==> config.mk <==
export PLATFORM = sky130hd
export DESIGN_NAME = mult_share_arbiter
export DESIGN_NICKNAME = d
export VERILOG_FILES = /design/src/rtl/mult_pkg.sv /design/src/rtl/mult_share_arbiter_rr_pick.sv /design/src/rtl/mult_share_arbiter.sv
export SDC_FILE = /design/constraint.sdc
export NUM_CORES = 1
export LEC_CHECK = 0
export BUFFER_PORTS_ARGS = -buffer_cell sky130_fd_sc_hd__buf_2
export CELL_PAD_IN_SITES_DETAIL_PLACEMENT = 1
export CELL_PAD_IN_SITES_GLOBAL_PLACEMENT = 1
export CORE_AREA = 2 2 84 86
export DETAILED_ROUTE_END_ITERATION = 16
export DIE_AREA = 0 0 86 88
export GPL_TIMING_DRIVEN = 0
export HOLD_SLACK_MARGIN = 0.08
export PLACE_DENSITY = 0.85
export SLEW_MARGIN = 20
export SYNTH_ARGS = -nofsm -noshare
export SYNTH_HDL_FRONTEND = slang
export SYNTH_SLANG_ARGS = --single-unit
==> constraint.sdc <==
create_clock -name clk -period 6.8 [get_ports clk]
set_input_delay 0.34 -clock clk [delete_from_list [all_inputs] [get_ports clk]]
set_output_delay 0.34 -clock clk [all_outputs]
set_load 0.03 [all_outputs]
==> src/rtl/mult_pkg.sv <==
// Shared definitions for the multiplier-sharing arbiter and its datapath neighbours:
// FSM encoding, default widths and a small index-wrap helper.
package mult_pkg;

  localparam int MUL_W  = 5;
  localparam int PROD_W = 2 * MUL_W;

  localparam logic [1:0] ST_IDLE   = 2'd0;
  localparam logic [1:0] ST_LAUNCH = 2'd1;
  localparam logic [1:0] ST_WAIT   = 2'd2;
  localparam logic [1:0] ST_RESP   = 2'd3;

  // base must already be < n; off < n
  function automatic int rr_wrap(input int base, input int off, input int n);
    int s;
    s = base + off;
    return (s >= n) ? (s - n) : s;
  endfunction

endpackage

==> src/rtl/mult_share_arbiter_rr_pick.sv <==
// Combinational round-robin picker: first set request scanning from ptr upward,
// wrapping modulo N.
module rr_pick
  import mult_pkg::*;
#(
  parameter int N  = 4,
  parameter int IW = (N > 1) ? $clog2(N) : 1
) (
  input  logic [N-1:0]  req,
  input  logic [IW-1:0] ptr,
  output logic [N-1:0]  onehot,
  output logic [IW-1:0] idx,
  output logic          valid
);

  always_comb begin
    onehot = '0;
    idx    = '0;
    valid  = 1'b0;
    for (int k = 0; k < N; k++) begin
      if (!valid && req[rr_wrap(int'(ptr), k, N)]) begin
        valid                            = 1'b1;
        idx                              = IW'(rr_wrap(int'(ptr), k, N));
        onehot[rr_wrap(int'(ptr), k, N)] = 1'b1;
      end
    end
  end

endmodule

==> src/rtl/mult_share_arbiter.sv <==
// Round-robin sharing of one start/done multiplier among N_REQ clients, with
// operand capture, Done-edge completion and a watchdog that aborts a stuck op.
//
// state  | meaning
// IDLE   | no owner; pick next requester, latch its operands
// LAUNCH | pulse mul_start, clear watchdog
// WAIT   | wait for rising edge of mul_done or watchdog expiry
// RESP   | ack the owner with res_out/err, advance rr pointer
module mult_share_arbiter
  import mult_pkg::*;
#(
  parameter int N_REQ   = 4,
  parameter int W       = MUL_W,
  parameter int TIMEOUT = 64
) (
  input  logic                 clk,
  input  logic                 rst,
  input  logic [N_REQ-1:0]     req,
  input  logic [N_REQ*W-1:0]   x_in,
  input  logic [N_REQ*W-1:0]   y_in,
  output logic [N_REQ-1:0]     grant,
  output logic [N_REQ-1:0]     ack,
  output logic [2*W-1:0]       res_out,
  output logic                 err,
  output logic                 busy,
  output logic                 mul_start,
  output logic [W-1:0]         mul_x,
  output logic [W-1:0]         mul_y,
  input  logic                 mul_done,
  input  logic [2*W-1:0]       mul_result
);

  localparam int IW = $clog2(N_REQ);
  localparam int CW = $clog2(TIMEOUT);

  logic [1:0]       state_q, state_d;
  logic [IW-1:0]    rr_ptr_q, rr_ptr_d;
  logic [IW-1:0]    owner_q, owner_d;
  logic [N_REQ-1:0] grant_q, grant_d;
  logic [2*W-1:0]   res_q, res_d;
  logic             err_q, err_d;
  logic [W-1:0]     mul_x_q, mul_x_d;
  logic [W-1:0]     mul_y_q, mul_y_d;
  logic [CW-1:0]    wd_cnt_q, wd_cnt_d;
  logic             done_q;

  logic [N_REQ-1:0] pick_onehot;
  logic [IW-1:0]    pick_idx;
  logic             pick_valid;
  logic             done_edge;

  rr_pick #(.N(N_REQ), .IW(IW)) u_pick (
    .req    (req),
    .ptr    (rr_ptr_q),
    .onehot (pick_onehot),
    .idx    (pick_idx),
    .valid  (pick_valid)
  );

  // A Done level left over from the previous op must not complete this one.
  assign done_edge = mul_done && !done_q;

  always_comb begin
    state_d  = state_q;
    rr_ptr_d = rr_ptr_q;
    owner_d  = owner_q;
    grant_d  = grant_q;
    res_d    = res_q;
    err_d    = err_q;
    mul_x_d  = mul_x_q;
    mul_y_d  = mul_y_q;
    wd_cnt_d = wd_cnt_q;
    case (state_q)
      ST_IDLE: begin
        if (pick_valid) begin
          owner_d = pick_idx;
          grant_d = pick_onehot;
          mul_x_d = x_in[int'(pick_idx)*W +: W];
          mul_y_d = y_in[int'(pick_idx)*W +: W];
          state_d = ST_LAUNCH;
        end
      end
      ST_LAUNCH: begin
        wd_cnt_d = '0;
        state_d  = ST_WAIT;
      end
      ST_WAIT: begin
        if (done_edge) begin
          res_d   = mul_result;
          err_d   = 1'b0;
          state_d = ST_RESP;
        end else if (wd_cnt_q == CW'(TIMEOUT - 1)) begin
          res_d   = '0;
          err_d   = 1'b1;
          state_d = ST_RESP;
        end else begin
          wd_cnt_d = wd_cnt_q + 1'b1;
        end
      end
      ST_RESP: begin
        grant_d  = '0;
        rr_ptr_d = (int'(owner_q) == N_REQ - 1) ? '0 : owner_q + 1'b1;
        state_d  = ST_IDLE;
      end
      default: state_d = ST_IDLE;
    endcase
  end

  always_ff @(posedge clk or posedge rst) begin
    if (rst) begin
      state_q  <= ST_IDLE;
      rr_ptr_q <= '0;
      owner_q  <= '0;
      grant_q  <= '0;
      res_q    <= '0;
      err_q    <= 1'b0;
      mul_x_q  <= '0;
      mul_y_q  <= '0;
      wd_cnt_q <= '0;
      done_q   <= 1'b0;
    end else begin
      state_q  <= state_d;
      rr_ptr_q <= rr_ptr_d;
      owner_q  <= owner_d;
      grant_q  <= grant_d;
      res_q    <= res_d;
      err_q    <= err_d;
      mul_x_q  <= mul_x_d;
      mul_y_q  <= mul_y_d;
      wd_cnt_q <= wd_cnt_d;
      done_q   <= mul_done;
    end
  end

  assign grant     = grant_q;
  assign ack       = (state_q == ST_RESP) ? grant_q : '0;
  assign res_out   = res_q;
  assign err       = err_q;
  assign busy      = (state_q != ST_IDLE);
  assign mul_start = (state_q == ST_LAUNCH);
  assign mul_x     = mul_x_q;
  assign mul_y     = mul_y_q;

endmodule

==> results by group, run 1 <==
Run status
  – Outcome: finished clean

Floorplan
  – Total die area: 0.007568 mm^2
  – Core Footprint: 0.006644 mm^2
  – Die height: 88 um
  – Initial core utilization: 39.02%
  – Io pins: 88
  – Die width: 86 um
  – Row count: 30

Synthesis
  – Synth Net Count: 363
  – Avg Inst Size Synth: 8.758 um^2
  – Cell area after synthesis: 0.002592 mm^2
  – Seq/Total Area, Yosys: 36.68%
  – Top FF cell, synth: dfrtp_1
  – FFs w/ async S/R, synth: 100.0%
  – Cells after synthesis: 296
  – EDFF count, synth: 0
  – Seq cells post-synth: 38
  – Syn. warnings: 0
  – Yosys cell types: 50

Cells and area
  – Layout area overhead: 25.14%
  – Share of layout cells above drive strength 1: 31.63%
  – Final Cell Area: 0.003244 mm^2
  – Register area: 950.9 um^2
  – Layout fillers: 842
  – Post-layout util: 48.83%
  – Ant. Diodes: 0
  – Final non-filler cell total: 472
  – Final net count: 458
  – Multi-input gate area: 0.001508 mm^2

GRT
  – Total congestion overflow: 0
  – Largest net degree at the start of global routing: 27
  – GR Util All Layers: 21.04%
  – Initial antenna violation count: 0
  – Vias in the first global route: 2,706
  – First-pass GRT wire length: 12,850 um

Power and ir drop
  – PD cells: 486.5 mW/mm^2
  – NetSw: 0.8128 mW
  – Switching fraction of total power: 51.49%
  – Leak pwr: 1.508 nW
  – Logic pwr share: 65.6%
  – Int Pwr: 0.7657 mW
  – Worst VDD drop: 0.0002226 V
  – Flop pwr share: 24.3%
  – Clock Power Share: 10.1%

Timing
  – Minimum clock period: 3.285 ns
  – Final setup vio count: 0
  – Slew HR: 60.14%
  – Setup Skew: 0.001471 ns
  – Final Hold Violating Endpoints: 0
  – RSZ-0062 raised after global routing: false
  – Share of the clock period used by the worst path: 48.31%
  – Peak Freq: 304.4 MHz
  – Worst Tran Pin Value: 0.5925 ns
  – Hold Slack: 0.1782 ns
  – Setup TNS Final: 0 ns
  – Final Slew Violations: 0

Critical path
  – Crit-path slowest cell: a221oi_1
  – CP required: 6.95 ns
  – CP Capture Type: flip-flop
  – Startpoint types: flip-flop
  – CP cell instances: buf_6, buf_2, inv_1, ha_1, clkbuf_1, nor2_1, a221oi_2, o22a_2, nand2_4, a221oi_1, a211oi_1
  – Setup Crit Path Kind: flip-flop to flip-flop
  – CP max FO: 10
  – Critical Path AT: 3.43 ns
  – CP max stage delay: 0.46 ns

Route
  – Final ANT Viol Nets: 0
  – WL/cell: 16.60 um
  – Via count: 2,618
  – Starting DRT DRC Count: 73
  – DRC: 0
  – Final wirelength: 7836 um
  – DR vias/cell: 5.547
  – Drt pass-1 iters: 4

Clock network
  – CTS Buffer Depth: 2
  – CTS Buf Count: 5
  – CTS H-Tree Depth: 2
  – Postcts setup bufs: 0
  – Post-cts gate resize count: 0
  – Num Clock Sinks: 38
  – Reg clk slew, reported paths: 0.07 ns
  – Worst skew pair latency: 0.28 ns
  – CTS tree: built
  – Root buf cell: clkbuf_8

Placed design
  – Cell total after placement: 463
  – RD Place Congestion: 0.8621
  – Dpl cell area: 0.003143 mm^2
  – Port bufs: 86
  – Post-DP HPWL: 6138 um

Run
  – Max-cap violation count: 0

Hold path
  – Worst hold path type: primary input to flip-flop
[stage by stage]
step	setup slack [ns]	power [mW]
floorplan	4.121	1.147
global placement	3.612	1.381
detailed placement	3.558	1.427
CTS	3.525	1.589
global route	3.205	1.712
finish	3.515	1.578
[area by class of cell]
| cell class | instances | share of cell area (%) |
|---|---|---|
| plain buffers | 17 | 2.970 |
| clock buffers | 7 | 2.661 |
| clock inverters | 1 | 0.1543 |
| inverters | 10 | 1.157 |
| multi-input cells | 231 | 46.47 |
| flip-flops and latches | 38 | 29.31 |
| well taps | 80 | 3.085 |
| repair buffers | 88 | 14.19 |
[cell usage after synthesis (all sizes together), types with 2 or more instances]
cell type	instances	area, um^2
a31oi	2	12.51
o22a	2	18.77
inv	10	37.54
a22o	6	52.55
o21ai	20	100.1
a221oi	11	108.9
and2	11	71.32
mux2	5	56.30
nand4	5	31.28
ha	10	125.1
nor2b	6	37.54
a21oi	24	138.9
a21o	2	15.01
nand2b	2	12.51
clkbuf	10	37.54
a221o	4	40.04
a211oi	11	102.6
dfrtp	38	950.9
buf	7	58.80
o311ai	4	35.03
nor2	22	82.58
mux2i	3	33.78
nand3	8	40.04
nand2	56	217.7
nor3	2	10.01
mux4	2	45.04
[metal layers]
metal | GRT usage, % | wire length [um] | up-vias
met4 | 5.051 | 83 | 0
met1 | 28.05 | 3532 | 1282
met5 | 0 | 0 | -
met3 | 2.733 | 353 | 6
li1 | - | - | 1264
met2 | 36.36 | 3866 | 66
[flip-flops by register name, indices dropped and copies added, names as in the netlist]
signal	count
wd_cnt_q	6
mul_x	5
state_q	2
owner_q	2
mul_y	5
rr_ptr_q	2
res_out	10
err	1
grant	4
done_q	1
[final timing paths]
kind                       slack [ns]                    start                      end  cells past startpoint
max in group asynchronous        5.79                      rst  rr_ptr_q[0]$_DFFE_PP0P_                      4
min reg2reg                      0.49   owner_q[1]$_DFFE_PP0P_   owner_q[1]$_DFFE_PP0P_                      2
min in group asynchronous        0.56                      rst     grant[3]$_DFFE_PP0P_                      3
max                              3.51  rr_ptr_q[0]$_DFFE_PP0P_     mul_y[2]$_DFFE_PP0P_                     11
min                              0.18                 mul_done         done_q$_DFF_PP0_                      1
max reg2reg                      3.51  rr_ptr_q[0]$_DFFE_PP0P_     mul_y[2]$_DFFE_PP0P_                     11
[cells by family after synthesis]
family / count (synthesis) / synth area share [%]
adder cells (fa/ha/maj): 10 / 4.826
multiplexers: 10 / 5.212
XOR/XNOR: 1 / 0.3379
buffers and inverters: 27 / 5.164
AND/OR/NAND/NOR: 117 / 20.90
flip-flops: 38 / 36.68
AO/OA/AOI/OAI: 93 / 26.88
[repair_timing]
action | 4_1_cts | 5_1_grt
setup endpoints to repair | 0 | 0
hold endpoints to repair | 12 | 0
hold buffers | 1 | 0
[layout by cell type, fill, tap and decap left out, types with 2 or more instances in the layout]
master / n
mux4_2: 2
nor3_1: 2
nand4_1: 5
dfrtp_1: 38
nand2b_1: 2
mux2_2: 5
o311ai_0: 4
buf_2: 88
ha_1: 10
o21ai_0: 19
clkbuf_1: 11
a21o_1: 2
a21oi_2: 2
a221oi_1: 9
a21oi_1: 21
nor2b_1: 6
clkbuf_8: 6
a221oi_2: 2
a31oi_1: 2
a221o_1: 4
nand3_1: 8
nor2_1: 22
nand2_1: 55
inv_1: 9
and2_1: 10
a211oi_1: 7
a22o_1: 6
mux2i_1: 2
buf_4: 2
buf_6: 3
a211oi_2: 4
[power groups by stage]
stage	clock network, mW	logic [mW]	registers [mW]
after floorplan	0	0.638	0.509
after global placement	0	0.999	0.382
after detailed placement	0	1.04	0.386
after CTS	0.164	1.04	0.383
after global routing	0.172	1.15	0.393
final	0.160	1.04	0.384
[worst max-delay path: cells and delay by family, from the launching register on]
family / cells / cell delay (ns)
AO/OA/AOI/OAI: 4 / 1.25
adder cells (fa/ha/maj): 1 / 0.38
buffers and inverters: 4 / 0.92
flip-flops: 1 / 0.41
AND/OR/NAND/NOR: 2 / 0.18
Power figures use the tool's default switching activity.
==> inputs of run 2 (changes only) <==
--- a/config.mk
+++ b/config.mk
@@ -5,15 +5,16 @@
 export SDC_FILE = /design/constraint.sdc
 export NUM_CORES = 1
 export LEC_CHECK = 0
+export ABC_AREA = 1
 export BUFFER_PORTS_ARGS = -buffer_cell sky130_fd_sc_hd__buf_2
 export CELL_PAD_IN_SITES_DETAIL_PLACEMENT = 1
 export CELL_PAD_IN_SITES_GLOBAL_PLACEMENT = 1
-export CORE_AREA = 2 2 84 86
+export CORE_AREA = 2 2 88 90
 export DETAILED_ROUTE_END_ITERATION = 16
-export DIE_AREA = 0 0 86 88
+export DIE_AREA = 0 0 90 92
 export GPL_TIMING_DRIVEN = 0
 export HOLD_SLACK_MARGIN = 0.08
-export PLACE_DENSITY = 0.85
+export PLACE_DENSITY = 0.8
 export SLEW_MARGIN = 20
 export SYNTH_ARGS = -nofsm -noshare
 export SYNTH_HDL_FRONTEND = slang
==> constraint.sdc (replaced) <==
create_clock -name clk -period 3.3 [get_ports clk]
set_input_delay 0.165 -clock clk [delete_from_list [all_inputs] [get_ports clk]]
set_output_delay 0.165 -clock clk [all_outputs]
set_load 0.03 [all_outputs]
==> run 2 against run 1 <==
  * Clock skew rose by 0.0083 ns
  * Maximum frequency is 42% higher
  * Worst setup slack worse by 2.5 ns
  * Total power up 140%
  * Core utilization shrank 4.8 points
  * Combinational power is 140% higher
  * Die area grew 9.4%
  * Global-route usage decreased by 3.8 points
  * Critical path type unchanged
  * Critical path depth is 3 higher
  * Sequential power increased by 110%
  * Via count down 4.0%
==> results by group, run 2 <==
Power and ir drop
  – Int Pwr: 1.797 mW
  – PD cells: 1140 mW/mm^2
  – Flop pwr share: 21.2%
  – Worst VDD drop: 0.0003604 V
  – Logic pwr share: 65.7%
  – Clock Power Share: 13.1%
  – Leak pwr: 1.877 nW
  – Switching fraction of total power: 51.89%
  – NetSw: 1.938 mW

Critical path
  – CP max FO: 10
  – Critical Path End: mul_x[1]$_DFFE_PP0P_
  – Launching point of the worst reg2reg path: rr_ptr_q[0]$_DFFE_PP0P_
  – CP Capture Type: flip-flop
  – Crit path from: rr_ptr_q[0]$_DFFE_PP0P_
  – CP required: 3.48 ns
  – Setup Crit Path Kind: flip-flop to flip-flop
  – Cells on worst reg2reg path: 14
  – Worst r2r dst: mul_x[1]$_DFFE_PP0P_
  – Critical Path AT: 2.50 ns
  – Reg2reg setup slack: 0.98 ns
  – Startpoint types: flip-flop

Route
  – Drt pass-1 iters: 4
  – Met3 wire len: 218 um
  – Final ANT Viol Nets: 0
  – Starting DRT DRC Count: 85
  – DRC: 0
  – Final wirelength: 6844 um
  – Via count: 2,514
  – WL/cell: 12.70 um
  – DR vias/cell: 4.664
  – DR WL met2: 3442 um
  – Met1 WL: 3059 um
  – Highest routed layer: met4

Timing
  – Share of the clock period used by the worst path: 70.26%
  – Setup Skew: 0.009816 ns
  – RSZ-0062 raised after global routing: false
  – Peak Freq: 431.3 MHz
  – Final Hold Violating Endpoints: 0
  – Slew HR: 69.45%
  – Hold Slack: 0.09543 ns
  – Worst Tran Pin Value: 0.4583 ns
  – Minimum clock period: 2.318 ns
  – Setup TNS Final: 0 ns
  – Final Slew Violations: 0
  – Final setup vio count: 0

Synthesis
  – Seq/Total Area, Yosys: 37.68%
  – Synth cell count leaders: nand2_1 (80), inv_1 (68), nand3_1 (42), dfrtp_1 (38), a21oi_1 (13)
  – Yosys cell types: 37
  – Top post-synthesis cells by area: dfrtp_1 (38%), nand2_1 (12%), inv_1 (10%), nand3_1 (8.3%), ha_1 (5.0%)
  – Most frequent cell after synthesis: nand2_1
  – Yosys top cell by area: dfrtp_1
  – Cells after synthesis: 339
  – FFs w/ async S/R, synth: 100.0%
  – Avg Inst Size Synth: 7.444 um^2
  – Top FF cell, synth: dfrtp_1
  – Seq cells post-synth: 38
  – EDFF count, synth: 0
  – Syn. warnings: 0
  – Synth Net Count: 406
  – Share of the synthesized area in the top cell type: 37.68%
  – Cell area after synthesis: 0.002524 mm^2

GRT
  – Initial antenna violation count: 0
  – Vias in the first global route: 2,655
  – GR Util All Layers: 17.22%
  – First-pass GRT wire length: 11,940 um
  – Total congestion overflow: 0
  – Largest net degree at the start of global routing: 21

Placed design
  – Post-DP HPWL: 5461 um
  – Dpl cell area: 0.003114 mm^2
  – Port bufs: 87
  – RD Place Congestion: 0.7860

Run status
  – Outcome: finished clean

Clock network
  – CTS H-Tree Depth: 2
  – CTS Buffer Depth: 2
  – Worst skew pair latency: 0.29 ns
  – Num Clock Sinks: 38
  – CTS Buf Count: 5
  – CTS tree: built
  – Root buf cell: clkbuf_8
  – Reg clk slew, reported paths: 0.08 ns

Floorplan
  – Io pins: 88
  – Die height: 92 um
  – Initial core utilization: 33.89%
  – Row count: 32
  – Core Footprint: 0.007447 mm^2
  – Die width: 90 um
  – Total die area: 0.008280 mm^2

Cells and area
  – Final Cell Area: 0.003277 mm^2
  – Post-layout util: 44.00%
  – Commonest non-fill, non-tap cell in the layout: buf_2
  – Final net count: 503
  – Largest register FFs: 10
  – Layout fillers: 1,010
  – Share of layout cells above drive strength 1: 29.06%
  – Ant. Diodes: 0
  – Layout area overhead: 29.85%
  – Most frequent cells in the layout: buf_2 (87), nand2_1 (80), inv_1 (67)

Run
  – Max-cap violation count: 0

Hold path
  – Worst hold path type: primary input to flip-flop
==> run 2: cell count changes after synthesis, moves of 10 or more <==
cell	previous run	this run
nand2_1	55	80
inv_1	10	68
o21ai_0	19	9
and2_1	10	0
nor2_1	22	12
nand3_1	8	42
==> run 2: power groups by stage <==
stage / logic, mW / registers, mW / clock network (mW)
after detailed placement: 2.48 / 0.801 / 0
after global placement: 2.39 / 0.796 / 0
after global routing: 2.76 / 0.824 / 0.515
final: 2.45 / 0.793 / 0.488
after floorplan: 1.58 / 1.07 / 0
after CTS: 2.48 / 0.797 / 0.497
==> run 2: area by class of cell <==
cell class / count / area [um^2] / share of cell area [%]
Multi-Input combinational cell: 222 / 1242 / 37.92
Sequential cell: 38 / 950.9 / 29.02
Timing Repair Buffer: 90 / 483.0 / 14.74
Inverter: 74 / 285.3 / 8.706
Tap cell: 102 / 127.6 / 3.895
Clock buffer: 6 / 82.58 / 2.520
Clock inverter: 2 / 60.06 / 1.833
Buffer: 5 / 45.04 / 1.375
==> run 2: worst min-delay path by stage <==
stage | start | end | cells after the start
6_report | mul_result[8] | res_out[8]$_DFFE_PP0P_ | 2
3_5_place_dp | rst | res_out[9]$_DFFE_PP0P_ | 2
5_1_grt | mul_result[9] | res_out[9]$_DFFE_PP0P_ | 2
4_1_cts | mul_result[9] | res_out[9]$_DFFE_PP0P_ | 2
3_3_place_gp | mul_done | done_q$_DFF_PP0_ | 1
2_1_floorplan | mul_done | done_q$_DFF_PP0_ | 0
==> run 2: what timing repair did <==
action / CTS / global route
hold buffers: 2 / 0
gates resized for setup: 0 / 0
setup buffers: 0 / 0
hold endpoints to repair: 19 / 0
==> run 2: critical path, cell delays in order (launching register included) <==
cell and delay [ns]:
dfrtp_1 0.40, buf_6 0.17, inv_4 0.07, ha_1 0.34
inv_1 0.11, nand3_2 0.10, nand2_4 0.13, nor2_4 0.07
nor2_2 0.13, nand2_4 0.12, nand2_4 0.14, buf_4 0.19
nand2_1 0.06, nand3_1 0.09, nand3_1 0.08
==> run 2: logic make-up (layout without fill, tap and decap cells) <==
group / count (synthesis) / in the layout / share of synthesized area [%]
AO/OA/AOI/OAI: 45 / 45 / 11.30
XOR/XNOR: 1 / 1 / 0.3471
adder cells (fa/ha/maj): 10 / 10 / 4.958
buffers and inverters: 79 / 177 / 13.09
flip-flops: 38 / 38 / 37.68
AND/OR/NAND/NOR: 166 / 166 / 32.62
==> run 2: stage by stage <==
stage,power [mW],instances,worst slack [ns]
global route,4.102,539,0.7459
global placement,3.187,528,1.024
floorplan,2.647,339,1.267
CTS,3.778,539,0.9409
detailed placement,3.280,529,0.9465
finish,3.735,539,0.9815
==> run 2: metal layers <==
metal	vias to the layer above	global-route usage, %
li1	1263	-
met5	-	0
met3	13	2.136
met2	54	30.64
met1	1184	21.86
met4	0	5.256
==> inputs of run 3 (changes only) <==
--- a/config.mk
+++ b/config.mk
@@ -5,13 +5,13 @@
 export SDC_FILE = /design/constraint.sdc
 export NUM_CORES = 1
 export LEC_CHECK = 0
-export ABC_AREA = 1
+export ABC_AREA = 0
 export BUFFER_PORTS_ARGS = -buffer_cell sky130_fd_sc_hd__buf_2
 export CELL_PAD_IN_SITES_DETAIL_PLACEMENT = 1
 export CELL_PAD_IN_SITES_GLOBAL_PLACEMENT = 1
-export CORE_AREA = 2 2 88 90
+export CORE_AREA = 2 2 87 89
 export DETAILED_ROUTE_END_ITERATION = 16
-export DIE_AREA = 0 0 90 92
+export DIE_AREA = 0 0 89 91
 export GPL_TIMING_DRIVEN = 0
 export HOLD_SLACK_MARGIN = 0.08
 export PLACE_DENSITY = 0.8
==> constraint.sdc (replaced) <==
create_clock -name clk -period 2.17 [get_ports clk]
set_input_delay 0.1085 -clock clk [delete_from_list [all_inputs] [get_ports clk]]
set_output_delay 0.1085 -clock clk [all_outputs]
set_load 0.03 [all_outputs]
==> run 3 against run 2 <==
  * The flow now finishes with violations (setup timing)
  * Clock power is 4.1% higher
  * Maximum frequency is 5.0% lower
  * Worst setup slack worse by 1.3 ns
  * Die area down 2.2%
  * First-iteration DRC count increased by 40%
  * Clock skew fell by 0.0036 ns
  * Critical endpoint is now mul_y[2]$_DFFE_PP0P_
==> results by group, run 3 (synthesized netlist as in run 1, its figures left out) <==
Cells and area
  – Largest register FFs: 10
  – Layout area overhead: 52.85%
  – Most frequent cells in the layout: buf_2 (87), nand2_1 (51), dfrtp_1 (37)
  – Final net count: 496
  – Commonest non-fill, non-tap cell in the layout: buf_2
  – Final non-filler cell total: 529
  – Ant. Diodes: 0
  – Share of layout cells above drive strength 1: 41.40%

Route
  – DRC: 0
  – Final ANT Viol Nets: 0
  – Final wirelength: 9864 um
  – Drt pass-1 iters: 4
  – DR vias/cell: 5.416
  – Via count: 2,865
  – Starting DRT DRC Count: 119
  – WL/cell: 18.65 um

Floorplan
  – Die width: 89 um
  – Initial core utilization: 36.33%
  – Row count: 31
  – Total die area: 0.008099 mm^2
  – Die height: 91 um
  – Io pins: 88
  – Core Footprint: 0.007137 mm^2

Timing
  – Minimum clock period: 2.441 ns
  – Peak Freq: 409.6 MHz
  – Setup Skew: 0.006209 ns
  – Final Slew Violations: 0
  – Final Hold Violating Endpoints: 0
  – Final WS setup: -0.2711 ns
  – Final setup vio count: 15
  – RSZ-0062 raised after global routing: true
  – Share of the clock period used by the worst path: 112.5%
  – Slew HR: 56.28%
  – Worst Tran Pin Value: 0.6498 ns

Critical path
  – Crit path buffers/inverters: 4
  – Worst path top cell family by delay: compound AO/OA/AOI/OAI gates
  – CP max FO: 8
  – CP most frequent cell: a221oi_4
  – CP Capture Type: flip-flop
  – CP required: 2.34 ns
  – Startpoint types: flip-flop
  – Reg2reg setup slack: -0.27 ns
  – CP max stage delay: 0.40 ns
  – Setup Crit Path Kind: flip-flop to flip-flop
  – Crit-path slowest cell: dfrtp_1
  – Critical Path AT: 2.61 ns
  – CP cell instances: buf_6, buf_8, inv_8, ha_4, clkbuf_16, nor2_4, a221oi_4, o22a_4, nand2_8, a221oi_4, a211oi_2

Clock network
  – CTS Buf Count: 5
  – Root buf cell: clkbuf_8
  – CTS tree: built
  – Num Clock Sinks: 38
  – CTS H-Tree Depth: 2
  – Reg clk slew, reported paths: 0.08 ns
  – Worst skew pair latency: 0.29 ns
  – CTS Buffer Depth: 2

Placed design
  – Cell total after placement: 482
  – Port bufs: 86
  – Post-DP HPWL: 6191 um
  – RD Place Congestion: 0.8220

Power and ir drop
  – Total power: 6.279 mW
  – PD cells: 1585 mW/mm^2
  – Leak pwr: 1.765 nW
  – Worst VDD drop: 0.0008136 V

GRT
  – GR Util All Layers: 23.91%
  – Initial antenna violation count: 0
  – Total congestion overflow: 0
  – First-pass GRT wire length: 15,370 um
  – Largest net degree at the start of global routing: 28
  – Vias in the first global route: 3,036

Run status
  – Outcome: complete, but fails checks
  – Failing checks: setup timing

Hold path
  – Worst hold path type: primary input to flip-flop

Run
  – Max-cap violation count: 0
## run 3: report_power, final
group / internal (mW) / switching, mW / total (mW)
Sequential: 1.00 / 0.194 / 1.20
Clock: 0.255 / 0.253 / 0.508
Combinational: 1.85 / 2.72 / 4.57
## run 3: layout make-up
type	instances	area (um^2)
clock inverters	2	12.51
repair buffers	126	819.5
clock buffers	6	82.58
fillers	872	3174
plain buffers	17	141.4
multi-input cells	231	1785
well taps	99	123.9
flip-flops and latches	38	952.2
inverters	10	45.04
## run 3: tightest hold or removal path: stages
cell,delay (ns)
buf_2,0.10
nand2_1,0.07
a211oi_2,0.06
## run 3: final timing paths
kind / from / end / cells past startpoint
setup / recovery: rr_ptr_q[0]$_DFFE_PP0P_ / mul_y[2]$_DFFE_PP0P_ / 11
hold / removal: x_in[5] / mul_x[0]$_DFFE_PP0P_ / 3
setup reg to reg: rr_ptr_q[0]$_DFFE_PP0P_ / mul_y[2]$_DFFE_PP0P_ / 11
hold reg to reg: owner_q[1]$_DFFE_PP0P_ / owner_q[1]$_DFFE_PP0P_ / 2
max in group asynchronous: rst / rr_ptr_q[1]$_DFFE_PP0P_ / 4
min in group asynchronous: rst / wd_cnt_q[0]$_DFFE_PP0P_ / 3
## run 3: layer usage
metal | global-route usage, % | wire, um | vias to the layer above
met4 | 5.597 | 152 | 0
met1 | 30.82 | 4179 | 1434
li1 | - | - | 1343
met2 | 41.11 | 5088 | 75
met3 | 4.182 | 444 | 13
met5 | 0 | 0 | -
## run 3: through the flow
stage	hold slack, ns	setup WS, ns	area (um^2)	TNS, ns	utilization (%)
final	0.08759	-0.2711	3963	-2.682	55.52
after global routing	0.08336	-0.3711	3963	-3.886	55.52
after CTS	0.08153	-0.1878	3849	-1.857	53.93
after detailed placement	0.07269	-0.5483	3283	-5.384	46.00
after global placement	0.2279	-0.5137	3263	-4.899	45.72
after floorplan	0.1399	-0.1496	2709	-0.9447	-
## run 3: what timing repair did
| action | CTS | global route |
|---|---|---|
| pin swaps | 10 | 9 |
| endpoints found under the setup margin | 16 | 17 |
| hold endpoints to repair | 58 | 0 |
| hold buffers | 21 | 0 |
| buffers inserted | 16 | 2 |
| resized for setup | 25 | 22 |
